**src/rtl/flt_to_fix_conv.sv**
```systemverilog
`default_nettype none
// +---------------------------------------------------------------------------+
// | Module      : flt_to_fix_conv                                             |
// | Description : Sequential float16 -> signed fixed 8.8 converter. The       |
// |               operand is captured on a start/ack handshake, its mantissa  |
// |               is shifted one bit per clock, and the result is presented   |
// |               in a register together with a saturation flag.              |
// | Revision    : 1.0 - initial release                                       |
// +---------------------------------------------------------------------------+
module flt_to_fix_conv #(
   parameter int MAX_RSHIFT = 11
) (
   input  logic        clk,
   input  logic        reset,
   input  logic        start,
   input  logic [15:0] flt_in,
   output logic        ack,
   output logic [15:0] fix_out,
   output logic        ovf
);

   // Exponent at which the 11-bit significand {1,mant} already is 8.8 aligned.
   localparam logic [4:0] EXP_UNITY = 5'd17;
   localparam logic [4:0] EXP_SAT   = 5'd22;
   localparam logic [4:0] MAX_RSH   = 5'(MAX_RSHIFT);

   typedef enum logic [2:0] {
      S_IDLE   = 3'd0,
      S_DECODE = 3'd1,
      S_SHIFT  = 3'd2,
      S_PACK   = 3'd3,
      S_DONE   = 3'd4
   } state_t;

   state_t      state_q, state_d;
   logic        sign_q, sign_d;
   logic [4:0]  exp_q, exp_d;
   logic [15:0] mag_q, mag_d;
   logic [4:0]  cnt_q, cnt_d;
   logic        dir_left_q, dir_left_d;
   logic        sat_q, sat_d;
   logic [15:0] fix_q, fix_d;
   logic        ovf_q, ovf_d;
   logic        ack_q, ack_d;

   // Right-shift distance; only meaningful while exp < 17.
   logic [4:0]  rsh_w;
   logic        mant_zero_w;

   assign rsh_w       = EXP_UNITY - exp_q;
   assign mant_zero_w = (mag_q[9:0] == 10'd0);

   // State and datapath registers; reset aborts any conversion at once.
   always_ff @(posedge clk or negedge reset) begin
      if (!reset) begin
         state_q    <= S_IDLE;
         sign_q     <= 1'b0;
         exp_q      <= 5'd0;
         mag_q      <= 16'd0;
         cnt_q      <= 5'd0;
         dir_left_q <= 1'b0;
         sat_q      <= 1'b0;
         fix_q      <= 16'd0;
         ovf_q      <= 1'b0;
         ack_q      <= 1'b0;
      end else begin
         state_q    <= state_d;
         sign_q     <= sign_d;
         exp_q      <= exp_d;
         mag_q      <= mag_d;
         cnt_q      <= cnt_d;
         dir_left_q <= dir_left_d;
         sat_q      <= sat_d;
         fix_q      <= fix_d;
         ovf_q      <= ovf_d;
         ack_q      <= ack_d;
      end
   end

   // Next-state and datapath control: capture, classify, shift, pack.
   always_comb begin
      state_d    = state_q;
      sign_d     = sign_q;
      exp_d      = exp_q;
      mag_d      = mag_q;
      cnt_d      = cnt_q;
      dir_left_d = dir_left_q;
      sat_d      = sat_q;
      fix_d      = fix_q;
      ovf_d      = ovf_q;
      ack_d      = ack_q;

      case (state_q)
         S_IDLE, S_DONE: begin
            if (start) begin
               sign_d  = flt_in[15];
               exp_d   = flt_in[14:10];
               mag_d   = {5'd0, 1'b1, flt_in[9:0]};
               cnt_d   = 5'd0;
               sat_d   = 1'b0;
               ack_d   = 1'b0;
               state_d = S_DECODE;
            end
         end

         S_DECODE: begin
            if ((exp_q == 5'd0) || ((exp_q < EXP_UNITY) && (rsh_w > MAX_RSH))) begin
               // Zero, subnormal or too small to reach the lowest fraction bit.
               mag_d   = 16'd0;
               state_d = S_PACK;
            end else if ((exp_q > EXP_SAT) ||
                         ((exp_q == EXP_SAT) && !(sign_q && mant_zero_w))) begin
               // Out of range, including inf/NaN; -256.0 exactly is representable.
               sat_d   = 1'b1;
               state_d = S_PACK;
            end else if (exp_q == EXP_UNITY) begin
               state_d = S_PACK;
            end else if (exp_q < EXP_UNITY) begin
               dir_left_d = 1'b0;
               cnt_d      = rsh_w;
               state_d    = S_SHIFT;
            end else begin
               dir_left_d = 1'b1;
               cnt_d      = exp_q - EXP_UNITY;
               state_d    = S_SHIFT;
            end
         end

         S_SHIFT: begin
            // Right shifts drop bits, i.e. the magnitude truncates toward zero.
            mag_d = dir_left_q ? (mag_q << 1) : (mag_q >> 1);
            cnt_d = cnt_q - 5'd1;
            if (cnt_q == 5'd1) begin
               state_d = S_PACK;
            end
         end

         S_PACK: begin
            if (sat_q) begin
               fix_d = sign_q ? 16'h8000 : 16'h7FFF;
            end else begin
               // Negating a zero magnitude yields zero, so no negative zero.
               fix_d = sign_q ? (~mag_q + 16'd1) : mag_q;
            end
            ovf_d   = sat_q;
            ack_d   = 1'b1;
            state_d = S_DONE;
         end

         default: begin
            state_d = S_IDLE;
         end
      endcase
   end

   assign ack     = ack_q;
   assign fix_out = fix_q;
   assign ovf     = ovf_q;

endmodule
`default_nettype wire

```
**config.mk**
```make
export PLATFORM = sky130hd
export DESIGN_NAME = flt_to_fix_conv
export DESIGN_NICKNAME = d
export VERILOG_FILES = /design/src/rtl/flt_to_fix_conv.sv
export SDC_FILE = /design/constraint.sdc
export NUM_CORES = 1
export LEC_CHECK = 0
export BUFFER_PORTS_ARGS = -buffer_cell sky130_fd_sc_hd__buf_2
export CELL_PAD_IN_SITES_DETAIL_PLACEMENT = 1
export CELL_PAD_IN_SITES_GLOBAL_PLACEMENT = 1
export CORE_MARGIN = 5
export CORE_UTILIZATION = 48
export DETAILED_ROUTE_END_ITERATION = 10
export PLACE_DENSITY = 0.84
export SLEW_MARGIN = 25
export SYNTH_ARGS = -nofsm -noshare
export SYNTH_HDL_FRONTEND = slang
export SYNTH_SLANG_ARGS = --single-unit
```
**constraint.sdc**
```tcl
create_clock -name clk -period 6.9 [get_ports clk]
set_input_delay 0.69 -clock clk [delete_from_list [all_inputs] [get_ports clk]]
set_output_delay 0.69 -clock clk [all_outputs]
set_load 0.01 [all_outputs]
```
After elaboration in Yosys (flattened, before gate mapping)
Index checks and enable logic that the tools add are counted.

Register bits: 50. Latch bits: 0. RAM bits: 0. Memory bits (read-only): 0. Input bits: 19. Output and inout bits: 18. Word-level logic and storage cells: 80. Memories: 0.

$add $sub $neg: 4. Multipliers: 0. Divide/modulo/power cells: 0. Order comparisons: 3. Eq/ne operators: 14. Shift-type cells: 0. Multiplexer cells: 25. Bitwise gates (word level): 4. Reduce and logical (&&, ||, !) cells: 20.

Operator list (count): 16-bit 2-to-1 mux (6); 16-bit one-hot mux with 3 select lines (1); 5-bit 2-to-1 mux (5); 16-bit by 1-bit adder with 16-bit output (second input constant) (1); 16-bit inverter (1); 5-bit one-hot mux with 3 select lines (1); 2-bit != test (second input constant) (7); 3-bit one-hot mux with 4 select lines (1); 5-bit equality test (second input constant) (2); 10-bit zero test (1); 4-bit AND reduction (2); 1-bit 2-to-1 mux (7); 3-bit by 2-bit equality test with 1-bit output (second input constant) (2); 3-bit 2-to-1 mux (2); 2-bit AND reduction (3); 5-bit by 1-bit equality test with 1-bit output (second input constant) (1); 5-bit by 4-bit > comparator with 1-bit output (second input constant) (1); 5-bit > comparator (second input constant) (1); 5-bit zero test (1); 5-bit less-than comparator (second input constant) (1); 5-bit AND reduction (1); 5-bit by 1-bit subtractor with 5-bit output (second input constant) (1); 5-bit subtractor (first input constant) (1); 5-bit subtractor (second input constant) (1); 12 further kinds (19).

Longest topological paths before layout
Depth after elaboration: 8. Mapped depth: 8. Gate-level depth less buffers: 7.

Least setup slack after synthesis
No wires, ideal clock.

Path type: register to register. Start: register exp_q[0]. End: register cnt_q[0]. Setup time: 0.126 ns. Arrival time: 2.038 ns. Data required time: 6.774 ns. Slack: 4.736 ns. Cell stages (with the launch flop): 9. Buffers on the path: 1. Clock period less this slack: 2.164 ns. Path through: dfrtp_1 > inv_1 > ha_1 > or3b_2 > a211oi_4 > or2_2 > buf_6 > nor3_2 > a221o_1.

Cells in the longest elaborated chain, start to end: 6. Elaborated cells between the ends (all ways): 21. Classes of those cells: 2 x add/sub; 3 x order compare; 5 x eq/ne; 5 x mux; 6 x reduce/logical.

Ends and longest elaborated chain: start: declaration (line 37) `logic [4:0] exp_q, exp_d;`; start signal: assignment (line 69) `exp_q <= exp_d;`; 5-bit subtractor, or another cell as far along (line 50) `assign rsh_w = EXP_UNITY - exp_q;`; 5-bit by 4-bit > comparator with 1-bit output or 5-bit 2-to-1 mux (tied branches) (line 107, 118); 1-bit logical AND or 5-bit 2-to-1 mux (tied branches) (line 107, 116); 1-bit logical OR or 5-bit 2-to-1 mux (tied branches) (line 107, 111); 2-bit != test (no line) or 5-bit 2-to-1 mux (tied branches); 5-bit AND reduction (no line) or 5-bit one-hot mux with 3 select lines (tied branches); end signal: assignment (line 71) `cnt_q <= cnt_d;`; end: declaration (line 39) `logic [4:0] cnt_q, cnt_d;`.

Several ways; a longest one is shown, not always the timed one. The select of a mux whose other input is x is not followed. A chain may end at the register's enable or synchronous reset.

Worst setup path after layout
Start: register mag_q[1]. End: register dir_left_q.

Cells in the longest elaborated chain, start to end: 7.

Ends and longest elaborated chain: start: declaration (line 38) `logic [15:0] mag_q, mag_d;`; start signal: assignment (line 70) `mag_q <= mag_d;`; 10-bit zero test (line 51) `assign mant_zero_w = (mag_q[9:0] == 10'd0);`; 1-bit logical AND (line 112) `((exp_q == EXP_SAT) && !(sign_q && mant_zero_w))) begin`; 1-bit zero test (line 112); 1-bit logical AND (line 112); 1-bit logical OR (line 111) `end else if ((exp_q > EXP_SAT) ||`; 1-bit inverter (no line); 4-bit AND reduction (no line); end signal: assignment (line 72) `dir_left_q <= dir_left_d;`; end: declaration (line 40) `logic dir_left_q, dir_left_d;`.

Every way passes these cells.

==> impl_metrics.env <==
export IMPL_status="finished clean"
export IMPL_layout_commonest_cell="dfrtp_1"
export IMPL_final_max_slew_viol_count=0
export IMPL_start_kind="flip-flop"
export IMPL_die_y_um=91.50
export IMPL_drv_cap=0
export IMPL_synth_yosys_seq_area_share_pct=39.25
export IMPL_synth_top_family_by_area="compound AO/OA/AOI/OAI gates"
export IMPL_final_nets=411
export IMPL_grt_pass1_vias=2859
export IMPL_avgViaCountPerCell=6.080
export IMPL_place_ws_ns=4.390
export IMPL_path_delay_family="simple AND/OR/NAND/NOR gates"
export IMPL_synthSimpleGateAreaFrac_pct=20.64
export IMPL_synth_compound_area_share_pct=23.35
export IMPL_fmax_mhz=386.0
export IMPL_synth_xor_area_share_pct=0.5495
export IMPL_ys_warn_count=0
export IMPL_drc_errors=0
export IMPL_slowest_delay_ns=0.48
export IMPL_power_switching_uw=914.8
export IMPL_final_min_clock_period_ns=2.590
export IMPL_totalWireLength_um=8746
export IMPL_hold_violations=0
export IMPL_core_um2=6422
export IMPL_slew_headroom_pct=38.26
export IMPL_finalClockSkew_ns=0.008840
export IMPL_synth_nets=389
export IMPL_crit_buf_inv=1
export IMPL_reg2regPathDepth=7
export IMPL_row_count=29
export IMPL_switching_share_pct=50.03
export IMPL_first_iter_violations=100
export IMPL_cts_hold_buf=0
export IMPL_antenna_found_initial=0
export IMPL_cts_resized=0
export IMPL_numCtsBuffers=5
export IMPL_setup_viol=0
export IMPL_floorplan_initialDensity_pct=49.64
export IMPL_worst_pin_slew_ns=0.9233
export IMPL_ant_nets=0
export IMPL_grt_pass1_wl_um=14770
export IMPL_min_path_type="reg2reg"
export IMPL_synthMuxAreaShare_pct=6.711
export IMPL_clock_root_buffer="clkbuf_8"
export IMPL_rsz0062_at_grt="false"
export IMPL_slowest_stage="nor3b_1"
export IMPL_pwr_share_clk_pct=10.3
export IMPL_layout_setup_ws_ns=4.310
export IMPL_routabilityCongestion=0.8559
export IMPL_cts_max_path_buffers=2
export IMPL_ios=37
export IMPL_post_dp_hpwl_um=6161
export IMPL_irDropWorstVdd_mv=0.1761
export IMPL_port_buffer_count=36
export IMPL_via_count=2803
export IMPL_fin_hold_ws_ns=0.4784
export IMPL_grt_start_max_net_pins=51
export IMPL_synth_area_um2=3188
export IMPL_path_cells="inv_1 -> ha_1 -> nor3b_1 -> nand4b_1 -> a21o_1 -> nor3_2 -> mux2_2"
export IMPL_worstPathMaxFanout=5
export IMPL_dr_pass1_iters=4
export IMPL_power_frac_comb_pct=55.4
export IMPL_final_period_utilization_pct=37.54
export IMPL_holdPathStages=2
export IMPL_clkLatencyLatePin_ns=0.31
export IMPL_wire_per_inst_um=18.97
export IMPL_synth_ff_type="dfrtp_1"
export IMPL_grt_util_all_layers_pct=21.56
export IMPL_p_int_uw=913.7
export IMPL_cts_sinks=50
export IMPL_crit_arrival_ns=2.80
export IMPL_synth_async_reset_ratio_pct=100.0
export IMPL_n_antenna_cell=0
export IMPL_syn_mean_instance_area_um2=8.831
export IMPL_die_w_um=91.50
export IMPL_seqPwrFrac_pct=34.3
export IMPL_final_cell_mix="dfrtp_1 (50), nand2_1 (38), nor2_1 (36), buf_2 (36), o21ai_0 (34)"
export IMPL_cp_end_kind="flip-flop"
export IMPL_power_per_cell_area_nw_per_um2=528.0
export IMPL_synth_seq_cells=50
export IMPL_synthToLayoutAreaGrowth_pct=8.634
export IMPL_postCtsSetupRepairBufs=0
export IMPL_synth_cell_type_count=61
export IMPL_critical_path_depth=7
export IMPL_synth_edf_count=0
export IMPL_cts_clk_slew_worst_paths_ns=0.10
export IMPL_cp_required_ns=7.11
export IMPL_leakage_nw=1.516
export IMPL_final_util_pct=53.93
export IMPL_synth_fa_ha_area_share_pct=3.532
export IMPL_power_mw=1.829
export IMPL_synthCells=361
export IMPL_cts_tree="yes"
export IMPL_crit_type="reg2reg"
export IMPL_cts_htree_levels=2
export IMPL_drive_gt1_share_pct=17.71
export IMPL_grt_overflow=0
export IMPL_die_area_um2=8371
export IMPL_finalSetupTns_ns=0
==> sequential cells by signal (all words and copies together) (netlist names) <==
signal	flops
cnt_q	5
sat_q	1
ack	1
ovf	1
exp_q	5
mag_q	16
sign_q	1
dir_left_q	1
state_q	3
fix_out	16
==> synthesized netlist by cell type, types with 5 or more instances <==
| cell type | count | area (µm²) |
|---|---|---|
| a21oi_1 | 30 | 150.1 |
| nand2_1 | 38 | 142.6 |
| or3_1 | 5 | 31.28 |
| mux2i_1 | 18 | 180.2 |
| nor2_1 | 36 | 135.1 |
| o22ai_1 | 9 | 56.30 |
| o31ai_1 | 7 | 52.55 |
| buf_2 | 5 | 25.02 |
| clkbuf_1 | 15 | 56.30 |
| o21ai_0 | 34 | 170.2 |
| ha_1 | 9 | 112.6 |
| a21boi_0 | 5 | 37.54 |
| nor3_1 | 10 | 50.05 |
| dfrtp_1 | 50 | 1251 |
| inv_1 | 15 | 56.30 |
==> cell families after synthesis <==
family	Yosys count
DFF	50
adders and majority gates	9
muxes	21
buffers and inverters	41
AOI/OAI and AO/OA	115
xor gates and xnor gates	2
and+or+nand+nor	123
==> per-layer routing <==
metal / wire length, µm / up-vias / global-route usage [%]
li1: - / 1347 / -
met1: 3973 / 1390 / 29.52
met2: 4325 / 57 / 36.34
met3: 371 / 9 / 3.471
met4: 76 / 0 / 3.769
met5: 0 / - / 0
==> final timing paths <==
check                                              from                 endpoint  slack (ns)
worst max-delay path               mag_q[1]$_DFFE_PN0P_   dir_left_q$_DFFE_PN0P_        4.31
worst min-delay path            fix_out[14]$_DFFE_PN0P_  fix_out[14]$_DFFE_PN0P_        0.48
worst max register to register     mag_q[1]$_DFFE_PN0P_   dir_left_q$_DFFE_PN0P_        4.31
worst min register to register  fix_out[14]$_DFFE_PN0P_  fix_out[14]$_DFFE_PN0P_        0.48
max in group asynchronous                         reset   fix_out[1]$_DFFE_PN0P_        5.97
min in group asynchronous                         reset     exp_q[4]$_DFFE_PN0P_        0.49
==> tightest hold or removal path, delay by kind of cell, from the launching register on <==
kind | cells | cell delay [ns]
AND/OR/NAND/NOR | 1 | 0.05
AO/OA/AOI/OAI | 1 | 0.05
flip-flops | 1 | 0.35
==> area by class of cell <==
type	instances	area, µm²
Timing Repair Buffer	40	214.0
Multi-Input combinational cell	270	1747
Fill cell	805	2959
Sequential cell	50	1251
Clock inverter	2	12.51
Clock buffer	6	82.58
Inverter	16	60.06
Tap cell	77	96.34
==> through the flow <==
step / std cells / cell area, µm²
floorplan: 361 / 3188
global placement: 452 / 3357
detailed placement: 453 / 3368
CTS: 461 / 3463
global route: 461 / 3463
finish: 461 / 3463
==> power groups by stage <==
| stage | Combinational [mW] | Sequential, mW | Clock [mW] |
|---|---|---|---|
| 2_1_floorplan | 0.833 | 0.536 | 0 |
| 3_3_place_gp | 0.945 | 0.617 | 0 |
| 3_5_place_dp | 1.00 | 0.628 | 0 |
| 4_1_cts | 1.02 | 0.624 | 0.190 |
| 5_1_grt | 1.14 | 0.652 | 0.203 |
| 6_report | 1.01 | 0.628 | 0.187 |
No activity file was read; power rests on OpenSTA's default activity.
